File: config.mk
export PLATFORM = sky130hd
export DESIGN_NAME = mem_bus_ctrl
export DESIGN_NICKNAME = d
export VERILOG_FILES = /design/src/rtl/mem_bus_ctrl.sv
export SDC_FILE = /design/constraint.sdc
export NUM_CORES = 1
export LEC_CHECK = 0
export BUFFER_PORTS_ARGS = -buffer_cell sky130_fd_sc_hd__buf_2
export CAP_MARGIN = 20
export CELL_PAD_IN_SITES_DETAIL_PLACEMENT = 2
export CELL_PAD_IN_SITES_GLOBAL_PLACEMENT = 2
export CORE_MARGIN = 5
export CORE_UTILIZATION = 23
export CTS_BUF_LIST = sky130_fd_sc_hd__clkbuf_4 sky130_fd_sc_hd__clkbuf_8 sky130_fd_sc_hd__clkbuf_16
export DETAILED_ROUTE_END_ITERATION = 10
export PLACE_DENSITY_LB_ADDON = 0.1
export SYNTH_ARGS = -nofsm -noshare
export SYNTH_HDL_FRONTEND = slang
export SYNTH_SLANG_ARGS = --single-unit
File: constraint.sdc
create_clock -name clk -period 1.8 [get_ports clk]
set_clock_uncertainty 0.05 [all_clocks]
set_input_delay 0.09 -clock clk [delete_from_list [all_inputs] [get_ports clk]]
set_output_delay 0.09 -clock clk [all_outputs]
set_load 0.005 [all_outputs]
File: src/rtl/mem_bus_ctrl.sv
// MEM-stage load/store to single-beat bus master with flush and stall handling.
// Define MEM_BUS_TIMEOUT_EN to include the acknowledge timeout watchdog.
module mem_bus_ctrl #(
    parameter int unsigned TIMEOUT = 255
) (
    input  logic        clk,
    input  logic        rst,
    input  logic        req_i,
    input  logic        we_i,
    input  logic [31:0] addr_i,
    input  logic [3:0]  sel_i,
    input  logic [31:0] wdata_i,
    input  logic        flush_i,
    input  logic        mem_stall_i,
    input  logic        bus_ack_i,
    input  logic [31:0] bus_rdata_i,
    output logic        bus_cyc_o,
    output logic        bus_stb_o,
    output logic        bus_we_o,
    output logic [31:0] bus_addr_o,
    output logic [3:0]  bus_sel_o,
    output logic [31:0] bus_wdata_o,
    output logic [31:0] rdata_o,
    output logic        stallreq_o,
    output logic        err_o
);

    typedef enum logic [1:0] {IDLE, BUSY, HOLD} state_t;

    state_t state, state_next;
    logic   flushed;
    logic   start;
    logic   finish;
    logic   discard;
    logic   timed_out;

    if (TIMEOUT < 2 || TIMEOUT > 255) begin : g_timeout_range
        $error("mem_bus_ctrl: TIMEOUT must be in 2..255");
    end

`ifdef MEM_BUS_TIMEOUT_EN
    localparam logic [7:0] TMO_MAX = 8'(TIMEOUT);

    logic [7:0] tmo_cnt;

    // Fires on the last allowed BUSY cycle so the bus drops after exactly TIMEOUT cycles;
    // an ack in that same cycle still wins.
    assign timed_out = (state == BUSY) && !bus_ack_i && ((tmo_cnt + 8'd1) >= TMO_MAX);

    always_ff @(posedge clk) begin
        if (rst) begin
            tmo_cnt <= 8'd0;
            err_o   <= 1'b0;
        end else begin
            err_o <= timed_out;
            if (start) begin
                tmo_cnt <= 8'd0;
            end else if (state == BUSY && !bus_ack_i && tmo_cnt < TMO_MAX) begin
                tmo_cnt <= tmo_cnt + 8'd1;
            end
        end
    end
`else
    assign timed_out = 1'b0;
    assign err_o     = 1'b0;
`endif

    always_ff @(posedge clk) begin
        if (rst) begin
            state <= IDLE;
        end else begin
            state <= state_next;
        end
    end

    always_comb begin
        state_next = state;
        stallreq_o = 1'b0;
        start      = 1'b0;
        finish     = 1'b0;
        discard    = flushed || flush_i;
        case (state)
            IDLE: begin
                if (req_i && !flush_i) begin
                    start      = 1'b1;
                    stallreq_o = 1'b1;
                    state_next = BUSY;
                end
            end
            BUSY: begin
                stallreq_o = 1'b1;
                if (bus_ack_i || timed_out) begin
                    finish     = 1'b1;
                    state_next = discard ? IDLE : HOLD;
                end
            end
            HOLD: begin
                if (flush_i || !mem_stall_i) begin
                    state_next = IDLE;
                end
            end
            default: state_next = IDLE;
        endcase
        if (rst) begin
            stallreq_o = 1'b0;
        end
    end

    // A flushed access still runs to its ack; only the returned data is thrown away.
    always_ff @(posedge clk) begin
        if (rst) begin
            bus_cyc_o   <= 1'b0;
            bus_stb_o   <= 1'b0;
            bus_we_o    <= 1'b0;
            bus_addr_o  <= 32'h0000_0000;
            bus_sel_o   <= 4'b0000;
            bus_wdata_o <= 32'h0000_0000;
            rdata_o     <= 32'h0000_0000;
            flushed     <= 1'b0;
        end else if (start) begin
            bus_cyc_o   <= 1'b1;
            bus_stb_o   <= 1'b1;
            bus_we_o    <= we_i;
            bus_addr_o  <= addr_i;
            bus_sel_o   <= sel_i;
            bus_wdata_o <= wdata_i;
            flushed     <= 1'b0;
        end else if (state == BUSY) begin
            if (flush_i) begin
                flushed <= 1'b1;
            end
            if (finish) begin
                bus_cyc_o <= 1'b0;
                bus_stb_o <= 1'b0;
                bus_we_o  <= 1'b0;
                flushed   <= 1'b0;
                if (timed_out) begin
                    rdata_o <= 32'h0000_0000;
                end else if (!discard) begin
                    rdata_o <= bus_we_o ? 32'h0000_0000 : bus_rdata_i;
                end
            end
        end
    end

endmodule

==> results.txt, run 1 <==
- Outcome: complete, no violations
* Clock group share of total power: 40.8%
- During I/O placement, the number of pins put on the boundary was 212.
- The worst setup path is captured at a flop.
* WS Path Type: flop to flop
- Setup violations remaining at the end of the flow were counted as 0.
- Subtracting the final worst setup slack from the clock period gives 1.66 ns.
- The first global-routing pass estimated 26700 µm of wire.
- Relative to the synthesized area, the layout overhead comes to 67.3%.
* Post-Syn Nets: 586
- STA puts the critical path data required time at 1.97 ns.
* Syn avg cell area: 8.20 µm²
* Top cell types by occurrence after synthesis: nand2_1, dfxtp_1, a21oi_1
- Summing every instance area after synthesis gives 3930 µm².
- Final Worst Setup Slack: 0.138 ns
* Switching Share: 23.7%
* Distinct cell type count after synthesis: 26
- Headroom to the max-slew limit came out at 64.7%.
- Leakage power: 2.89 nW
- After clock tree synthesis, the flow added hold-fix buffers numbering 100.
* Number of global-route vias before repair: 5082
- Counting every instance in the synthesized netlist gives 479.
- Kind of cell adding the most delay to the critical path: simple AND/OR/NAND/NOR gates
* Maximum clock path buffer count: 2
- PwrDens: 824 nW/µm²
* Area of the die: 19800 µm²
* Peak per-stage delay on the critical path: 0.77 ns
- Setup slack at placement: 0.137 ns
- Skew-Pair Late Insertion Delay: 0.34 ns
- The count of pins over their slew limit is 0.
- The detail route stage leaves a number of antenna-violating nets equal to 0.
* Post-synth top area cell: dfxtp_1
- Counting flops with a built-in enable in the synthesized netlist gives 0.
* Die height: 141 µm
- Share of total power in sequential cells: 45.3%
* CP Launch Type: flop
- Crit-path cells: or4b_2 -> buf_12 -> nand2_1 -> a21oi_1
- Placed cell count: 878
- Root Buffer: clkbuf_16
- Initial antenna violation count: 1
- For this block, the routed nets add up to 17100 µm of wire.
- The final-report hold violation count was 0.
- Placeable core region: 16700 µm²
- Global routing used 16.8% of the available tracks across all layers.
- Counting the fill cells in the layout gives 1945.
- For this run, the post-layout net count is 876.
- The finished cells cover 6570 µm².
- Setup TNS after final layout: 0 ns
- Measured along the x axis, the die boundary spans 141 µm.
* # clock sinks: 105
* Count of placed standard cells in the final layout, fillers left out: 996
* Routed wire length per instance: 17.1 µm
- Per report_power, the combinational group accounts for 13.9% of the total.
* Starting density of the core: 23.5%
- Unrepaired setup endpoints after global routing: false
* DR pass1 iterations: 4
* Fin crit share: 92.3%
- Counting both buffers and inverters, the worst setup path holds a total of 1.
- Number of gates resized after CTS: 0
- Area share of the largest cell type after synthesis: 53.5%
* Ratio of cells with drive above 1 in the final layout: 31.8%
- Post-DR vias/cell: 4.57
* YS warnings: 0
- After layout, the design draws a total of 5.42 mW.
- Maximum number of pins on one net before global-route repair: 54
* Net switching power: 1.28 mW
* Leading cell type by number of instances after synthesis: nand2_1
* Number of remaining DRC errors: 0
* Initial DRC count: 112
- Register bit count reported by yosys: 105
* Most instantiated flip-flop cell in the synthesis netlist: dfxtp_1
* Slowest stage cell, crit path: or4b_2
- IR analysis of the VDD net gives a maximum drop of 421 µV.
* Least-Margin Pin Slew: 0.529 ns
- Clock-pin slew was measured on the worst setup and hold paths at 0.07 ns.
* Count of buffers inserted at the top-level ports: 210
- The routed layout has 4550 vias.
- Buffers inserted during clock tree synthesis total 9.
- Internal power comes to 4.14 mW.
- Cell types with the largest area share after synthesis: dfxtp_1, nand2_1, a21oi_1
- After global routing the overflow that remains totals 0.
- Data on the critical path arrives at its endpoint at 1.84 ns.
* Class of the worst hold path: primary input to flop
- Share of synthesized flip-flops with an asynchronous set or reset: 0%
- Dpl hpwl: 11000 µm
* Final estimated routing congestion in global placement: 0.730
* Row count: 47
* CTS tree: done
* CTS H-Tree Depth: 3
- Reported max-cap violation count: 0
* Proportion of synthesized chip area in sequential cells: 53.5%
* Fmax: 602 MHz
- Area post-placement: 5230 µm²
- Max FO, Critical Path: 46
- Post-CTS setup buffer count: 0
==> tightest hold or removal path: cells and delay by family <==
| kind | cells | cell delay, ns |
|---|---|---|
| buffers and inverters | 1 | 0.10 |
| AND/OR/NAND/NOR | 1 | 0.10 |
| AO/OA/AOI/OAI | 1 | 0.08 |
==> per-stage QoR <==
step                utilization (%)  hold WS [ns]
floorplan                         -         0.176
global placement               31.3         0.277
detailed placement             31.3         0.287
CTS                            39.3      0.000927
global route                   39.3        0.0212
finish                         39.4        0.0319
==> power groups by stage <==
stage / Clock, mW / Sequential (mW) / Combinational, mW
after CTS: 2.31 / 2.45 / 0.758
after global placement: 0 / 2.50 / 0.568
final: 2.21 / 2.45 / 0.751
after floorplan: 0 / 2.51 / 0.251
after global routing: 2.39 / 2.46 / 0.832
after detailed placement: 0 / 2.51 / 0.585
==> routing by layer <==
metal	part of all wire, %	vias to the layer above	wire length, µm	track usage (%)
met5	0	-	0	0
met4	2.2	0	376	6.32
met3	7.1	22	1210	4.98
met2	51	138	8770	30.0
met1	39	2195	6710	18.8
li1	-	2195	-	-
==> cell usage in the layout, fill, tap and decap left out, types with 2 or more instances in the layout <==
cell           Yosys  final
buf_2              7    209
clkbuf_8           0      3
diode_2            0      2
nor3_1             2      2
dlygate4sd3_1      0    100
bufinv_16          0      2
dfxtp_1          105    105
nand4b_1          29     29
buf_12             0      5
clkbuf_16          0      9
o21ai_0           32     32
nand4_1            3      3
nand2_1          137    137
nand2b_1           3      3
nor2_1             5      4
inv_1              3      3
a21oi_1          102    102
buf_4              2     12
==> flip-flops by register name, indices dropped and copies added (netlist names) <==
| name | cells |
|---|---|
| bus_addr_o | 32 |
| bus_sel_o | 4 |
| bus_stb_o | 1 |
| bus_wdata_o | 32 |
| bus_we_o | 1 |
| flushed | 1 |
| rdata_o | 32 |
| state | 2 |
==> path summary, 6_finish.rpt <==
path / start / endpoint / slack (ns) / cells past startpoint
hold reg to reg: bus_addr_o[4] / bus_addr_o[4] / 0.40 / 2
setup reg to reg: state[1] / bus_addr_o[25] / 0.14 / 4
hold / removal: bus_rdata_i[25] / rdata_o[25] / 0.03 / 3
setup / recovery: state[1] / bus_addr_o[25] / 0.14 / 4
==> logic make-up (layout without fill, tap and decap cells) <==
family / after synthesis / in the layout / share of synthesized area [%]
AOI/OAI and AO/OA: 135 / 135 / 17.2
other: 1 / 3 / 0.0954
DFF: 105 / 105 / 53.5
buffers and inverters: 50 / 345 / 5.79
and+or+nand+nor: 188 / 188 / 23.4
==> area by class of cell <==
type | instances | area, µm² | area share (%)
clock buffer | 12 | 267 | 4.05
inverter | 3 | 11.3 | 0.171
timing repair buffer | 326 | 2240 | 34.0
multi-input combinational | 324 | 1600 | 24.4
clock inverter | 4 | 73.8 | 1.12
sequential | 105 | 2100 | 32.0
antenna | 2 | 5.00 | 0.0761
tap | 220 | 275 | 4.19
(Power assumes the default switching activity.)
==> run 2: changes to the inputs <==
--- a/config.mk
+++ b/config.mk
@@ -9,6 +9,7 @@
 export CAP_MARGIN = 20
 export CELL_PAD_IN_SITES_DETAIL_PLACEMENT = 2
 export CELL_PAD_IN_SITES_GLOBAL_PLACEMENT = 2
+export CORE_ASPECT_RATIO = 0.7
 export CORE_MARGIN = 5
 export CORE_UTILIZATION = 23
 export CTS_BUF_LIST = sky130_fd_sc_hd__clkbuf_4 sky130_fd_sc_hd__clkbuf_8 sky130_fd_sc_hd__clkbuf_16
==> run 2 against run 1 <==
Against the previous run: sequential share of layout area rose by 0.35 points; clock power fell by 9.5%; core utilization fell by 1.0 points; register-to-register slack barely moved; fmax fell by 0.88%; via count fell by 0.70%; global-route usage rose by 0.29 points; design area fell by 1.1%.
==> results.txt, run 2 (synthesis results as in run 1) <==
* Slowest stage cell, crit path: or4b_2
* Ratio of cells with drive above 1 in the final layout: 31.5%
- Maximum number of pins on one net before global-route repair: 64
* DR pass1 iterations: 4
* Fin crit share: 93.1%
* Number of buffer and inverter stages on the critical path: 1
- Post-synthesis to final-layout area growth: 65.5%
- Total CTS buffers: 9
- Die W: 166 µm
- Across the run, the number of max-cap violations was 0.
- Setup repair after global routing left no endpoint under its margin.
- Fmax: 597 MHz
- The completed layout was analyzed and its total power is 5.20 mW.
* Max FO, Critical Path: 63
- Post-CTS setup buffer count: 0
* Setup TNS after final layout: 0 ns
- # diodes: 0
- Counting along the longest clock path gives a buffer depth of 2.
- The count of buffers added on input and output ports is 210.
- Kind of cell adding the most delay to the critical path: simple AND/OR/NAND/NOR gates
- Clock-pin slew was measured on the worst setup and hold paths at 0.07 ns.
- Worst slew slack as a fraction of its limit: 62.5%
* Final estimated routing congestion in global placement: 0.731
- Global-route wire length before repair: 27600 µm
- Total I/O pin count: 212
- Clock latency on the worst-skew pair, taken at its later pin, is 0.34 ns.
- Commonest cells after routing, fill and taps aside: buf_2, nand2_1, dfxtp_1
* CTS H-Tree Depth: 3
- PwrDens: 799 nW/µm²
* Row count: 40
* Crit-path cells: or4b_2 -> buf_12 -> nand2_1 -> a21oi_1
- After legalization and detailed placement, the total HPWL measured 11200 µm.
- The share of total power dissipated in sequential elements is 47.2%.
- Internal power comes to 3.90 mW.
- Final period demand of the worst path: 1.68 ns
- The library cell used most frequently in the layout, excluding fill and tap cells, is buf_2.
- Summed over all cells, the static leakage comes to 2.84 nW.
- The total overflow left after global routing is 0.
* Reg2reg start: state[1]
* Crit path DAT: 1.85 ns
- Initial antenna violation count: 0
- Data on the critical path is required at its endpoint by 1.97 ns.
- Dividing the detail-routed wire length by the instance count gives 17.2 µm.
- The largest registers in the layout are bus_addr_o x32, bus_wdata_o x32, rdata_o x32.
- Final Hold Viols: 0
- Switching Share: 25.0%
- Of the total power, the clock network draws 38.5%.
- For this run, the total global-route usage over all layers was measured as 17.1%.
* Number of gates resized after CTS: 0
- Least-Margin Pin Slew: 0.562 ns
- Post-DR vias/cell: 4.51
- The final layout contains 875 nets.
* Via count: 4518
- Setup violations remaining at the end of the flow were counted as 0.
* Post-CTS Hold Buffers: 100
* Number of nets with antenna violations after routing: 0
- VDD sags by at most 401 µV.
* Peak per-stage delay on the critical path: 0.73 ns
* Startpoint of the tightest hold check path: bus_rdata_i[8]
* CTS tree: done
- Starting density of the core: 23.2%
* Placeable core region: 17000 µm²
* Critical path capture point type: flop
- Final Slew Violations: 0
- The via count of the first global-routing pass is 4955.
- Measured along the y axis, the die boundary spans 119 µm.
* CP Launch Type: flop
* Area of the die: 19800 µm²
- Root Buffer: clkbuf_16
- Worst setup path startpoint: state[1]
- In the routed design, unresolved DRC markers number 0.
* # clock sinks: 105
- Wires add up to 17200 µm.
* Outcome: complete, no violations
- For this block, the initial DRC count from the detailed router was 115.
- Power share of the combinational group: 14.3%
* Fill count: 1904
- The worst hold path belongs to the class primary input to flop.
* WS Path Type: flop to flop
- Net switching power: 1.30 mW
run 2: cell type report:
class	count	area (µm²)	share of cell area, %
Sequential cell	105	2100	32.3
Tap cell	231	289	4.44
Timing Repair Buffer	325	2200	33.9
Multi-Input combinational cell	324	1600	24.6
Clock buffer	10	239	3.68
Clock inverter	4	53.8	0.827
Inverter	3	11.3	0.173
run 2: worst min-delay path, cell delays in order:
cell and delay, ns:
buf_2 0.10, nand4b_1 0.08, a21oi_1 0.08
run 2: power by group through the flow:
stage               clock [mW]  combinational [mW]  sequential [mW]
global route              2.14               0.822             2.47
finish                    2.00               0.743             2.45
floorplan                    0               0.251             2.51
CTS                       2.08               0.748             2.45
global placement             0               0.559             2.50
detailed placement           0               0.577             2.51
run 2: metrics by stage:
step                cells  setup WS, ns  hold slack [ns]  cell area [µm²]  utilization [%]
CTS                  1002         0.139          0.00478             6500             38.3
floorplan             479         0.220            0.176             3930                -
finish               1002         0.124           0.0168             6500             38.3
detailed placement    888         0.142            0.288             5210             30.7
global placement      888         0.185            0.282             5210             30.7
global route         1002        0.0577          0.00950             6500             38.3
run 2: final timing paths:
kind         slack (ns)  depth (start not counted)             end
max                0.12                          4   bus_addr_o[0]
min                0.02                          3      rdata_o[8]
max reg2reg        0.12                          4   bus_addr_o[0]
min reg2reg        0.40                          2  bus_addr_o[26]
run 2: layer usage:
metal	up-vias	part of all wire, %	global-route usage [%]
li1	2185	-	-
met1	2197	45	21.4
met2	121	49	29.4
met3	15	5.7	5.04
met4	0	1.1	3.42
met5	-	0	0
==> run 3: changes to the inputs <==
--- a/config.mk
+++ b/config.mk
@@ -9,7 +9,7 @@
 export CAP_MARGIN = 20
 export CELL_PAD_IN_SITES_DETAIL_PLACEMENT = 2
 export CELL_PAD_IN_SITES_GLOBAL_PLACEMENT = 2
-export CORE_ASPECT_RATIO = 0.7
+export CORE_ASPECT_RATIO = 1.1
 export CORE_MARGIN = 5
 export CORE_UTILIZATION = 23
 export CTS_BUF_LIST = sky130_fd_sc_hd__clkbuf_4 sky130_fd_sc_hd__clkbuf_8 sky130_fd_sc_hd__clkbuf_16
==> run 3 against run 2 <==
Against the previous run: die area fell by 0.19%; combinational power about the same; core utilization is 0.24 points higher; via count grew 1.0%; critical path depth did not move; sequential power about the same; non-clock buffer count up 3; clock power rose by 3%; largest power group unchanged; highest routed layer unchanged.
==> results.txt, run 3 (synthesis results as in run 1) <==
- Counting the fill cells in the layout gives 1932.
- Critical path capture point type: flop
- Number of nets with antenna violations after routing: 0
- The tool flagged a number of max-cap violations equal to 0.
- Post-DR vias/cell: 4.64
- Commonest cells after routing, fill and taps aside: buf_2, nand2_1, dfxtp_1
* Maximum number of pins on one net before global-route repair: 54
* PwrDens: 809 nW/µm²
- Setup repair after global routing left no endpoint under its margin.
* Worst hold slack: 0.0982 ns
* Clock Pin Slew Worst Setup and Hold Paths: 0.07 ns
- Starting density of the core: 23.3%
- In the routed design, unresolved DRC markers number 0.
- Setup violation total in the final timing report: 0
- CTS H-Tree Depth: 3
- Total CTS buffers: 9
* Post-CTS setup buffer count: 0
- Setup TNS after final layout: 0 ns
* Class of the worst hold path: primary input to flop
* Least-Margin Pin Slew: 0.548 ns
- Outcome: complete, no violations
- Count of buffers inserted at the top-level ports: 210
- Row count: 50
- The core region is 16900 µm².
- Initial antenna violation count: 2
- No sink is reached through more buffers than the 2 on the longest clock path.
* Max FO, Critical Path: 52
- The final-report hold violation count is 0.
- TritonCTS built the clock tree.
- Most common library cell in the layout ignoring fill and taps: buf_2
* Post-synthesis to final-layout area growth: 65.7%
- Global routing used 16.8% of the available tracks.
- Grt ovf: 0
- Counting every sink on the clock net gives 105.
- Final estimated routing congestion in global placement: 0.718
* CP Launch Type: flop
- WS Path Type: flop to flop
- The post-route netlist has 31.7% of its cells at a drive strength greater than 1.
- Total I/O pin count: 212
- The floorplan step set the die height to 147 µm.
* Global-route wire length before repair: 26900 µm
- Final Worst Setup Slack: 0.147 ns
- Slowest stage cell, crit path: or4b_2
- Post-detailed-routing wire length: 16700 µm
- Required @ worst endpoint: 1.96 ns
- Setup slack at placement: 0.159 ns
- The count of pins over their slew limit is 0.
* Crit-path cells: or4b_2 -> buf_12 -> nand2_1 -> a21oi_1
- Area of the die: 19800 µm²
* Number of global-route vias before repair: 5122
* Final net count: 878
* Top flop regs: bus_addr_o x32, bus_wdata_o x32, rdata_o x32
- Final period demand of the worst path: 1.65 ns
* Routed wire length per instance: 17.0 µm
- Leakage power: 2.87 nW
* Via count: 4563
- Data arrives at the worst endpoint at 1.81 ns.
- Measured along the x axis, the die boundary spans 135 µm.
* DR pass1 iterations: 6
- Summing all flip-flop and latch instances after layout gives 2100 µm².
* Area occupied by multi-input gates: 1600 µm²
* Fin crit share: 91.8%
- Initial DRC count: 111
* Peak per-stage delay on the critical path: 0.73 ns
* Worst VDD drop: 425 µV
- Worst slew slack as a fraction of its limit: 63.5%
- Skew-Pair Late Insertion Delay: 0.34 ns
* Dpl hpwl: 11200 µm
- In this run the clock root is driven by a clkbuf_16.
- Fmax: 605 MHz
## run 3: cell count changes in the layout (fill, tap and decap cells not counted), sizes merged
cell	change
inv	-1
diode	+2
bufinv	+1
clkinv	+2
buf	+2
clkinvlp	-2
dlygate4sd3	+1
## run 3: path summary, 6_finish.rpt
path / startpoint / end / slack, ns / cells past startpoint
max: state[1] / bus_wdata_o[28] / 0.15 / 4
min: bus_ack_i / state[0] / 0.1 / 4
max reg2reg: state[1] / bus_wdata_o[28] / 0.15 / 4
min reg2reg: bus_wdata_o[18] / bus_wdata_o[18] / 0.40 / 2
## run 3: layout make-up
cell class,instances,area share [%]
Antenna cell,2,0.0768
Tap cell,208,4.00
Multi-Input combinational cell,324,24.6
Timing Repair Buffer,328,34.2
Clock inverter,4,1.08
Sequential cell,105,32.3
Inverter,3,0.173
Clock buffer,10,3.57
## run 3: repair_timing
action	CTS	global route
endpoints found under the hold margin	101	0
hold buffers	101	0
endpoints found under the setup margin	0	0
resized for setup	0	0
## run 3: per-layer routing
layer / GRT usage [%] / up-vias / part of all wire [%] / routed length [µm]
li1: - / 2194 / - / -
met1: 19.1 / 2214 / 40 / 6740
met2: 30.4 / 134 / 52 / 8610
met3: 4.18 / 21 / 5.8 / 976
met4: 6.16 / 0 / 2.3 / 382
met5: 0 / - / 0 / 0
## run 3: power by group
| group | internal, mW | switching, mW | total [mW] |
|---|---|---|---|
| combinational | 0.387 | 0.357 | 0.744 |
| sequential | 2.41 | 0.0450 | 2.45 |
| clock | 1.22 | 0.854 | 2.07 |
## run 3: metrics by stage
step | area [µm²] | power (mW) | util, % | instances
6_report | 6510 | 5.27 | 38.6 | 984
2_1_floorplan | 3930 | 2.76 | - | 479
3_5_place_dp | 5190 | 3.09 | 30.8 | 867
3_3_place_gp | 5190 | 3.06 | 30.8 | 867
4_1_cts | 6510 | 5.35 | 38.5 | 982
5_1_grt | 6510 | 5.52 | 38.6 | 984
## run 3: critical path: cells and delay by family, from the launching register on
family	cells	cell delay (ns)
buffers and inverters	1	0.22
AO/OA/AOI/OAI	1	0.07
flip-flops	1	0.31
AND/OR/NAND/NOR	2	0.84
